[src/rtl/spi_slave.sv]
`default_nettype none
// ============================================================================
// Module   : spi_slave
// Brief    : Oversampling SPI slave with a single-entry tx holding buffer and
//            multi-word frame support; all four CPOL/CPHA modes.
// Revision : 1.0
// ============================================================================
module spi_slave #(
    parameter int                    DATA_WIDTH = 8,
    parameter bit                    CPOL       = 1'b0,
    parameter bit                    CPHA       = 1'b0,
    parameter logic [DATA_WIDTH-1:0] TX_IDLE    = '0
) (
    input  logic                  clk,
    input  logic                  srst,
    input  logic                  sclk,
    input  logic                  csn,
    input  logic                  mosi,
    output logic                  miso,
    input  logic [DATA_WIDTH-1:0] tx_data,
    input  logic                  tx_valid,
    output logic                  tx_ready,
    output logic [DATA_WIDTH-1:0] rx_data,
    output logic                  rx_valid,
    output logic                  busy,
    output logic                  frame_err
);

    localparam int CNT_W = (DATA_WIDTH > 2) ? $clog2(DATA_WIDTH) : 1;

    typedef enum logic [1:0] {
        S_IDLE   = 2'd0,
        S_LOAD   = 2'd1,
        S_ACTIVE = 2'd2
    } state_t;

    state_t                state_q;
    logic                  sclk_meta_q, sclk_sync_q, sclk_prev_q;
    logic                  csn_meta_q, csn_sync_q, csn_prev_q;
    logic                  mosi_meta_q, mosi_sync_q;
    logic [DATA_WIDTH-1:0] buf_data_q;
    logic                  buf_full_q;
    logic [DATA_WIDTH-1:0] tx_shift_q;
    logic [DATA_WIDTH-1:0] rx_shift_q;
    logic [CNT_W-1:0]      bit_cnt_q;
    logic                  reload_q;
    logic                  skip_q;
    logic [DATA_WIDTH-1:0] rx_data_q;
    logic                  rx_valid_q;
    logic                  busy_q;
    logic                  frame_err_q;
    logic                  miso_q;

    logic                  sclk_rise, sclk_fall, csn_fall, csn_rise;
    logic                  sample_edge, shift_edge, last_bit;
    logic [DATA_WIDTH-1:0] rx_word_d;
    logic [DATA_WIDTH-1:0] tx_next_word_d;

    // Synchronisers preset to the bus idle levels so reset never fakes an edge
    always_ff @(posedge clk) begin
        if (srst) begin
            sclk_meta_q <= CPOL;
            sclk_sync_q <= CPOL;
            sclk_prev_q <= CPOL;
            csn_meta_q  <= 1'b1;
            csn_sync_q  <= 1'b1;
            csn_prev_q  <= 1'b1;
            mosi_meta_q <= 1'b0;
            mosi_sync_q <= 1'b0;
        end else begin
            sclk_meta_q <= sclk;
            sclk_sync_q <= sclk_meta_q;
            sclk_prev_q <= sclk_sync_q;
            csn_meta_q  <= csn;
            csn_sync_q  <= csn_meta_q;
            csn_prev_q  <= csn_sync_q;
            mosi_meta_q <= mosi;
            mosi_sync_q <= mosi_meta_q;
        end
    end

    assign sclk_rise      = sclk_sync_q & ~sclk_prev_q;
    assign sclk_fall      = ~sclk_sync_q & sclk_prev_q;
    assign csn_fall       = ~csn_sync_q & csn_prev_q;
    assign csn_rise       = csn_sync_q & ~csn_prev_q;
    assign sample_edge    = (CPOL ^ CPHA) ? sclk_fall : sclk_rise;
    assign shift_edge     = (CPOL ^ CPHA) ? sclk_rise : sclk_fall;
    assign last_bit       = (bit_cnt_q == CNT_W'(DATA_WIDTH - 1));
    assign rx_word_d      = {rx_shift_q[DATA_WIDTH-2:0], mosi_sync_q};
    assign tx_next_word_d = buf_full_q ? buf_data_q : TX_IDLE;

    always_ff @(posedge clk) begin
        if (srst) begin
            state_q     <= S_IDLE;
            buf_data_q  <= '0;
            buf_full_q  <= 1'b0;
            tx_shift_q  <= '0;
            rx_shift_q  <= '0;
            bit_cnt_q   <= '0;
            reload_q    <= 1'b0;
            skip_q      <= 1'b0;
            rx_data_q   <= '0;
            rx_valid_q  <= 1'b0;
            busy_q      <= 1'b0;
            frame_err_q <= 1'b0;
            miso_q      <= 1'b0;
        end else begin
            rx_valid_q  <= 1'b0;
            frame_err_q <= 1'b0;
            miso_q      <= busy_q ? tx_shift_q[DATA_WIDTH-1] : 1'b0;

            // Accept only while empty; unloads happen only while full, so the two never collide
            if (tx_valid && !buf_full_q) begin
                buf_data_q <= tx_data;
                buf_full_q <= 1'b1;
            end

            case (state_q)
                S_IDLE: begin
                    busy_q <= 1'b0;
                    if (csn_fall) begin
                        state_q <= S_LOAD;
                    end
                end
                S_LOAD: begin
                    busy_q     <= 1'b1;
                    tx_shift_q <= tx_next_word_d;
                    if (buf_full_q) begin
                        buf_full_q <= 1'b0;
                    end
                    bit_cnt_q  <= '0;
                    reload_q   <= 1'b0;
                    skip_q     <= CPHA;
                    state_q    <= csn_rise ? S_IDLE : S_ACTIVE;
                end
                S_ACTIVE: begin
                    if (sample_edge) begin
                        rx_shift_q <= rx_word_d;
                        if (last_bit) begin
                            bit_cnt_q  <= '0;
                            rx_data_q  <= rx_word_d;
                            rx_valid_q <= 1'b1;
                            reload_q   <= 1'b1;
                        end else begin
                            bit_cnt_q <= bit_cnt_q + 1'b1;
                        end
                    end
                    // With CPHA=1 the MSB is already on miso, so the first leading edge is a no-op
                    if (shift_edge) begin
                        if (reload_q) begin
                            tx_shift_q <= tx_next_word_d;
                            if (buf_full_q) begin
                                buf_full_q <= 1'b0;
                            end
                            reload_q <= 1'b0;
                        end else if (skip_q) begin
                            skip_q <= 1'b0;
                        end else begin
                            tx_shift_q <= {tx_shift_q[DATA_WIDTH-2:0], 1'b0};
                        end
                    end
                    if (csn_rise) begin
                        state_q     <= S_IDLE;
                        busy_q      <= 1'b0;
                        bit_cnt_q   <= '0;
                        reload_q    <= 1'b0;
                        frame_err_q <= sample_edge ? !last_bit : (bit_cnt_q != '0);
                    end
                end
                default: begin
                    state_q <= S_IDLE;
                    busy_q  <= 1'b0;
                end
            endcase
        end
    end

    assign miso      = miso_q;
    assign tx_ready  = ~buf_full_q;
    assign rx_data   = rx_data_q;
    assign rx_valid  = rx_valid_q;
    assign busy      = busy_q;
    assign frame_err = frame_err_q;

endmodule
`default_nettype wire

[config.mk]
export PLATFORM = sky130hd
export DESIGN_NAME = spi_slave
export DESIGN_NICKNAME = d
export VERILOG_FILES = /design/src/rtl/spi_slave.sv
export SDC_FILE = /design/constraint.sdc
export NUM_CORES = 1
export LEC_CHECK = 0
export CAP_MARGIN = 20
export CELL_PAD_IN_SITES_DETAIL_PLACEMENT = 0
export CELL_PAD_IN_SITES_GLOBAL_PLACEMENT = 1
export CORE_MARGIN = 2
export CORE_UTILIZATION = 37
export DETAILED_ROUTE_END_ITERATION = 7
export PLACE_DENSITY = 0.84
export SETUP_SLACK_MARGIN = 0.5
export SLEW_MARGIN = 25
export SYNTH_ARGS = -nofsm -noshare
export SYNTH_HDL_FRONTEND = slang
export SYNTH_SLANG_ARGS = --single-unit
[constraint.sdc]
create_clock -name clk -period 1.7 [get_ports clk]
set_input_delay 0.255 -clock clk [delete_from_list [all_inputs] [get_ports clk]]
set_output_delay 0.255 -clock clk [all_outputs]
set_load 0.05 [all_outputs]
== Word level (Yosys, flattened, before mapping) ==
Index checks and enable logic that the tools add are counted.

* Output and inout port bits: 13
* Register bits after elaboration: 51
* Word-level logic and storage cells: 90
* Bits of input ports: 14

* Equality and inequality tests: 9
* Reductions and logical operators: 15
* Mux-type cells: 31
* Add/sub/neg operators: 1
* Bitwise operators: 13

{| class="wikitable"
|+ Operator list
! cell !! count
|-
| 8-bit 2-to-1 mux || 4
|-
| 8-bit one-hot mux with 2 select lines || 1
|-
| 1-bit 2-to-1 mux || 14
|-
| 3-bit 2-to-1 mux || 3
|-
| 1-bit NOT || 9
|-
| 3-bit AND reduction || 3
|-
| 2-bit inequality test, second input constant || 4
|-
| 1-bit one-hot mux with 2 select lines || 4
|-
| 2-bit 2-to-1 mux || 3
|-
| 3-bit inequality test, second input constant || 2
|-
| 2-bit one-hot mux with 3 select lines || 1
|-
| 3-bit one-hot mux with 2 select lines || 1
|-
| 2-bit AND reduction || 3
|-
| 3-bit OR reduction || 2
|-
| 1-bit bitwise AND || 4
|-
| 3-bit by 1-bit adder with 3-bit output, second input constant || 1
|-
| 3-bit == test, second input constant || 1
|-
| 3-bit nonzero test || 1
|-
| 2-bit by 1-bit == test with 1-bit output, second input constant || 1
|-
| 2-bit == test, second input constant || 1
|-
| 1-bit logical NOT || 2
|-
| 2-bit logical NOT || 1
|-
| 2-bit nonzero test || 1
|-
| 2-bit OR reduction || 1
|-
| 1-bit logical AND || 1
|}

== Longest topological paths before layout ==
* Word-level depth: 7
* Gate-level depth with buffers: 8
* Gate-level depth less buffers: 5

== Worst setup path after synthesis ==
OpenSTA, ideal clock, no wires.

* Path kind: reg-to-reg
* Start point: reg state_q[0]
* End point: reg tx_shift_q[1]
* Setup time: 88 ps
* Stages on the path, launching flop included: 9
* Period minus slack after synthesis: 1,660 ps
* Slack: 40 ps
* Path buffers: 3
* Required time: 1,612 ps
* Arrival: 1,572 ps
* Cells stage by stage: dfxtp_1 -> inv_1 -> ha_1 -> buf_6 -> and3b_1 -> buf_6 -> or2_1 -> buf_6 -> a311oi_2

* Longest elaborated chain between the ends: 3
* Elaborated cells between the ends (all ways): 7
* Those cells by class: eq/ne (4); mux (1); reduce/logical (2)

{| class="wikitable"
|+ Ends and longest elaborated chain
! what !! line !! RTL
|-
| start, declared || 37 || <nowiki>state_t state_q;</nowiki>
|-
| start signal, assigned || 134 || <nowiki>state_q <= csn_rise ? S_IDLE : S_ACTIVE;</nowiki>
|-
| 2-bit == test or 2-bit by 1-bit == test with 1-bit output (tied branches) || 118 || <nowiki>case (state_q)</nowiki>
|-
| 3-bit inequality test (no source line), or another cell as far along || n/a ||
|-
| 3-bit AND reduction (no source line) || n/a ||
|-
| end signal, assigned || 127 || <nowiki>tx_shift_q <= tx_next_word_d;</nowiki>
|-
| end signal, assigned || 151 || <nowiki>tx_shift_q <= tx_next_word_d;</nowiki>
|-
| end signal, assigned || 159 || <nowiki>tx_shift_q <= {tx_shift_q[DATA_WIDTH-2:0], 1'b0};</nowiki>
|-
| end, declared || 43 || <nowiki>logic [DATA_WIDTH-1:0] tx_shift_q;</nowiki>
|}

Parallel ways exist; a longest one is shown, timed or not.
A chain may end at the register's enable or synchronous reset.

== Final worst setup path ==
* Start point: reg state_q[0]
* End point: reg tx_shift_q[7]

The elaborated chain is that of the path after synthesis.

==> run metrics <==
status=complete, no violations; Initial Util=0.381; reg-to-reg startpoint=state_q[0]; drt first pass iters=4; CP Cell Sequence=buf_4 -> ha_4 -> nor2b_2 -> or2_4 -> a311oi_2; CP arrival=1.62 ns; Avg Synthesized Cell Area=9.32 sq um; Clock transition at path regs=0.10 ns; Avg WL per Cell=12.9 microns; first-pass GRT wire length=7.20 mm; nets=286; cell taking the most area after synthesis=dfxtp_1; Final min period=1.40 ns; met3 WL post-DR=203 microns; Layout area overhead=38.6%; Seq/Total Area, Yosys=0.480; highest metal used=met4; share of cells above drive strength 1=0.371; final setup vio count=0; met2 wire len=2.10 mm; VDD IR-drop max=0.000360 V; slowest stage delay, CP=0.37 ns; CP Data Required Time=1.93 ns; # hold bufs at CTS=0; clock sinks=50; startpoint types=flip-flop; Area contributors post-synth=dfxtp_1, a311oi_2, mux2i_1; final WL=4.39 mm; hpwl dp=2.77 mm; CTS Buffer Depth=2; setup TNS=0 ns; M1 WL=2.03 mm; DRT antenna net count=0; vias in the first global route=1564; Slew @ Worst Pin=0.328 ns; CTS Buf Count=5; worst reg-to-reg path cell count=5; fin area=2890 sq um; fmax=716 MHz; flop2flop setup slack=0.30 ns; Core ar.=5470 sq um; worst-skew pair later-pin latency=0.31 ns; worst r2r dst=tx_shift_q[7]; DRC Markers=0; largest net degree at the start of global routing=38; Syn Inst Count=224; Mapped Area=2090 sq um; Final Skew=0.00641 ns; CP max FO=8; Boundary Pins=27; Seq cells post-synth=50; Pwr per Cell Area=810 nW/um^2; share of the synthesized area in the top cell type=0.480; CTS tree=yes; CP Capture Type=flip-flop; Yosys cell types=35; fin crit share=0.822; die area=6260 sq um; net count after synthesis=244; Die Height=79.1 microns; Vias=1714; Leak=1.02 nW; critical path class=flip-flop to flip-flop; die width=79.1 microns; Via density=5.06; slew margin rel.=0.781; site row count=27; Post-DP Area=2440 sq um; initial antenna violation count=0; 1st-iter DRT viols=97; slowest stage cell, crit path=dfxtp_4; H-tree level count=2; HP Class=flip-flop to flip-flop; Critical Path Source=state_q[0]; max cap viols=0; RSZ-0062 raised after global routing=yes; Power, Total=2.34 mW; n_diodes=0; Congestion Overflow GR=0; Root Buffer=clkbuf_8; Worst Setup EP=tx_shift_q[7]; Pins Over Slew Limit=0; Synth Warn #=0; final hold vios=0; final RePlAce weighted congestion=0.809; PortBufs=26; GRT Util Overall=0.147
[synthesized netlist by cell type, drive strengths merged]
master and instances:
a2111oi 1, a211oi 1, a21oi 18, a22o 1, a311oi 8, a31oi 1, a32o 2, and3 1
and3b 1, and4b 1, buf 8, clkbuf 8, dfxtp 50, ha 6, inv 7, mux2i 10
nand2 26, nand2b 5, nand3 19, nand3b 8, nand4 1, nand4b 1, nor2 11, nor2b 9
nor3 7, nor3b 3, o21ai 3, o31ai 1, or2 4, or3 1, or3b 1
[per-layer routing]
metal,GRT usage,vias to the layer above
met1,0.189,804
li1,-,868
met3,0.0443,5
met2,0.236,37
met4,0.0466,0
met5,0,-
[per-stage QoR]
| stage | cells | utilization | worst slack [ns] | hold WS, ns |
|---|---|---|---|---|
| 6_report | 339 | 0.529 | 0.303 | 0.417 |
| 5_1_grt | 339 | 0.529 | 0.257 | 0.436 |
| 4_1_cts | 332 | 0.488 | 0.322 | 0.421 |
| 3_5_place_dp | 315 | 0.445 | 0.130 | 0.398 |
| 3_3_place_gp | 315 | 0.445 | 0.164 | 0.395 |
| 2_1_floorplan | 224 | - | 0.162 | 0.359 |
[worst max-delay path: cells and delay by family, from the launching register on]
family / cells / cell delay [ns]
buffers and inverters: 1 / 0.14
and+or+nand+nor: 2 / 0.44
AOI/OAI and AO/OA: 1 / 0.20
adders and majority gates: 1 / 0.16
DFF: 1 / 0.37
[repair_timing]
item | 4_1_cts | 5_1_grt
pin swaps | 15 | 8
endpoints found under the setup margin | 34 | 38
resized for setup | 16 | 39
gates cloned | 0 | 1
setup buffers | 9 | 6
[cell type report]
type                            instances  area (sq um)
Fill cell                             507          2580
Multi-Input combinational cell        151          1160
Sequential cell                        50          1020
Timing Repair Buffer                   51           475
Tap cell                               72          90.1
Clock buffer                            5          68.8
Clock inverter                          3          45.0
Inverter                                7          28.8
[kinds of logic (layout without fill, tap and decap cells)]
group           count (synthesis)  after routing  synth area share
mux                            10             10            0.0480
buf+inv                        23             66            0.0546
fa+ha+maj                       6              6            0.0360
compound gates                 36             36             0.133
simple gates                   99             99             0.249
flops                          50             50             0.480
[flip-flops by register name, summed over array words and instances (netlist names), 2 cells and up]
register,flops
buf_data_q,8
tx_shift_q,8
rx_shift_q,7
rx_data,8
state_q,2
bit_cnt_q,3
[worst min-delay path by stage]
stage / from / to / slack, ns / depth (start not counted)
after global routing: csn_meta_q / csn_sync_q / 0.44 / 1
after detailed placement: csn_meta_q / csn_sync_q / 0.40 / 1
after global placement: csn_meta_q / csn_sync_q / 0.40 / 1
after floorplan: csn / csn_meta_q / 0.36 / 1
final: csn_meta_q / csn_sync_q / 0.42 / 1
after CTS: csn_meta_q / csn_sync_q / 0.42 / 1
[report_power, final]
group | internal (mW) | leakage (nW) | switching (mW)
Clock | 0.438 | 0.0504 | 0.414
Combinational | 0.138 | 0.557 | 0.124
Sequential | 1.20 | 0.411 | 0.0257
[cell usage in the layout (no fill, tap or decap), types with 2 or more instances in the layout]
| master | n |
|---|---|
| nand3b_1 | 8 |
| ha_4 | 4 |
| nor2b_1 | 7 |
| clkdlybuf4s50_1 | 13 |
| buf_8 | 2 |
| nand3_1 | 18 |
| clkbuf_8 | 5 |
| nand2_2 | 7 |
| nor3_1 | 6 |
| dfxtp_1 | 44 |
| a21oi_2 | 10 |
| inv_1 | 5 |
| clkinvlp_4 | 2 |
| mux2i_1 | 10 |
| nor2_1 | 11 |
| o21ai_0 | 2 |
| or2_2 | 3 |
| a21oi_1 | 8 |
| nand2_1 | 19 |
| dfxtp_4 | 5 |
| buf_6 | 4 |
| nand2b_1 | 4 |
| buf_4 | 30 |
| nor3b_2 | 2 |
| a311oi_2 | 7 |
| a32o_1 | 2 |
No activity file was read; power rests on OpenSTA's default activity.
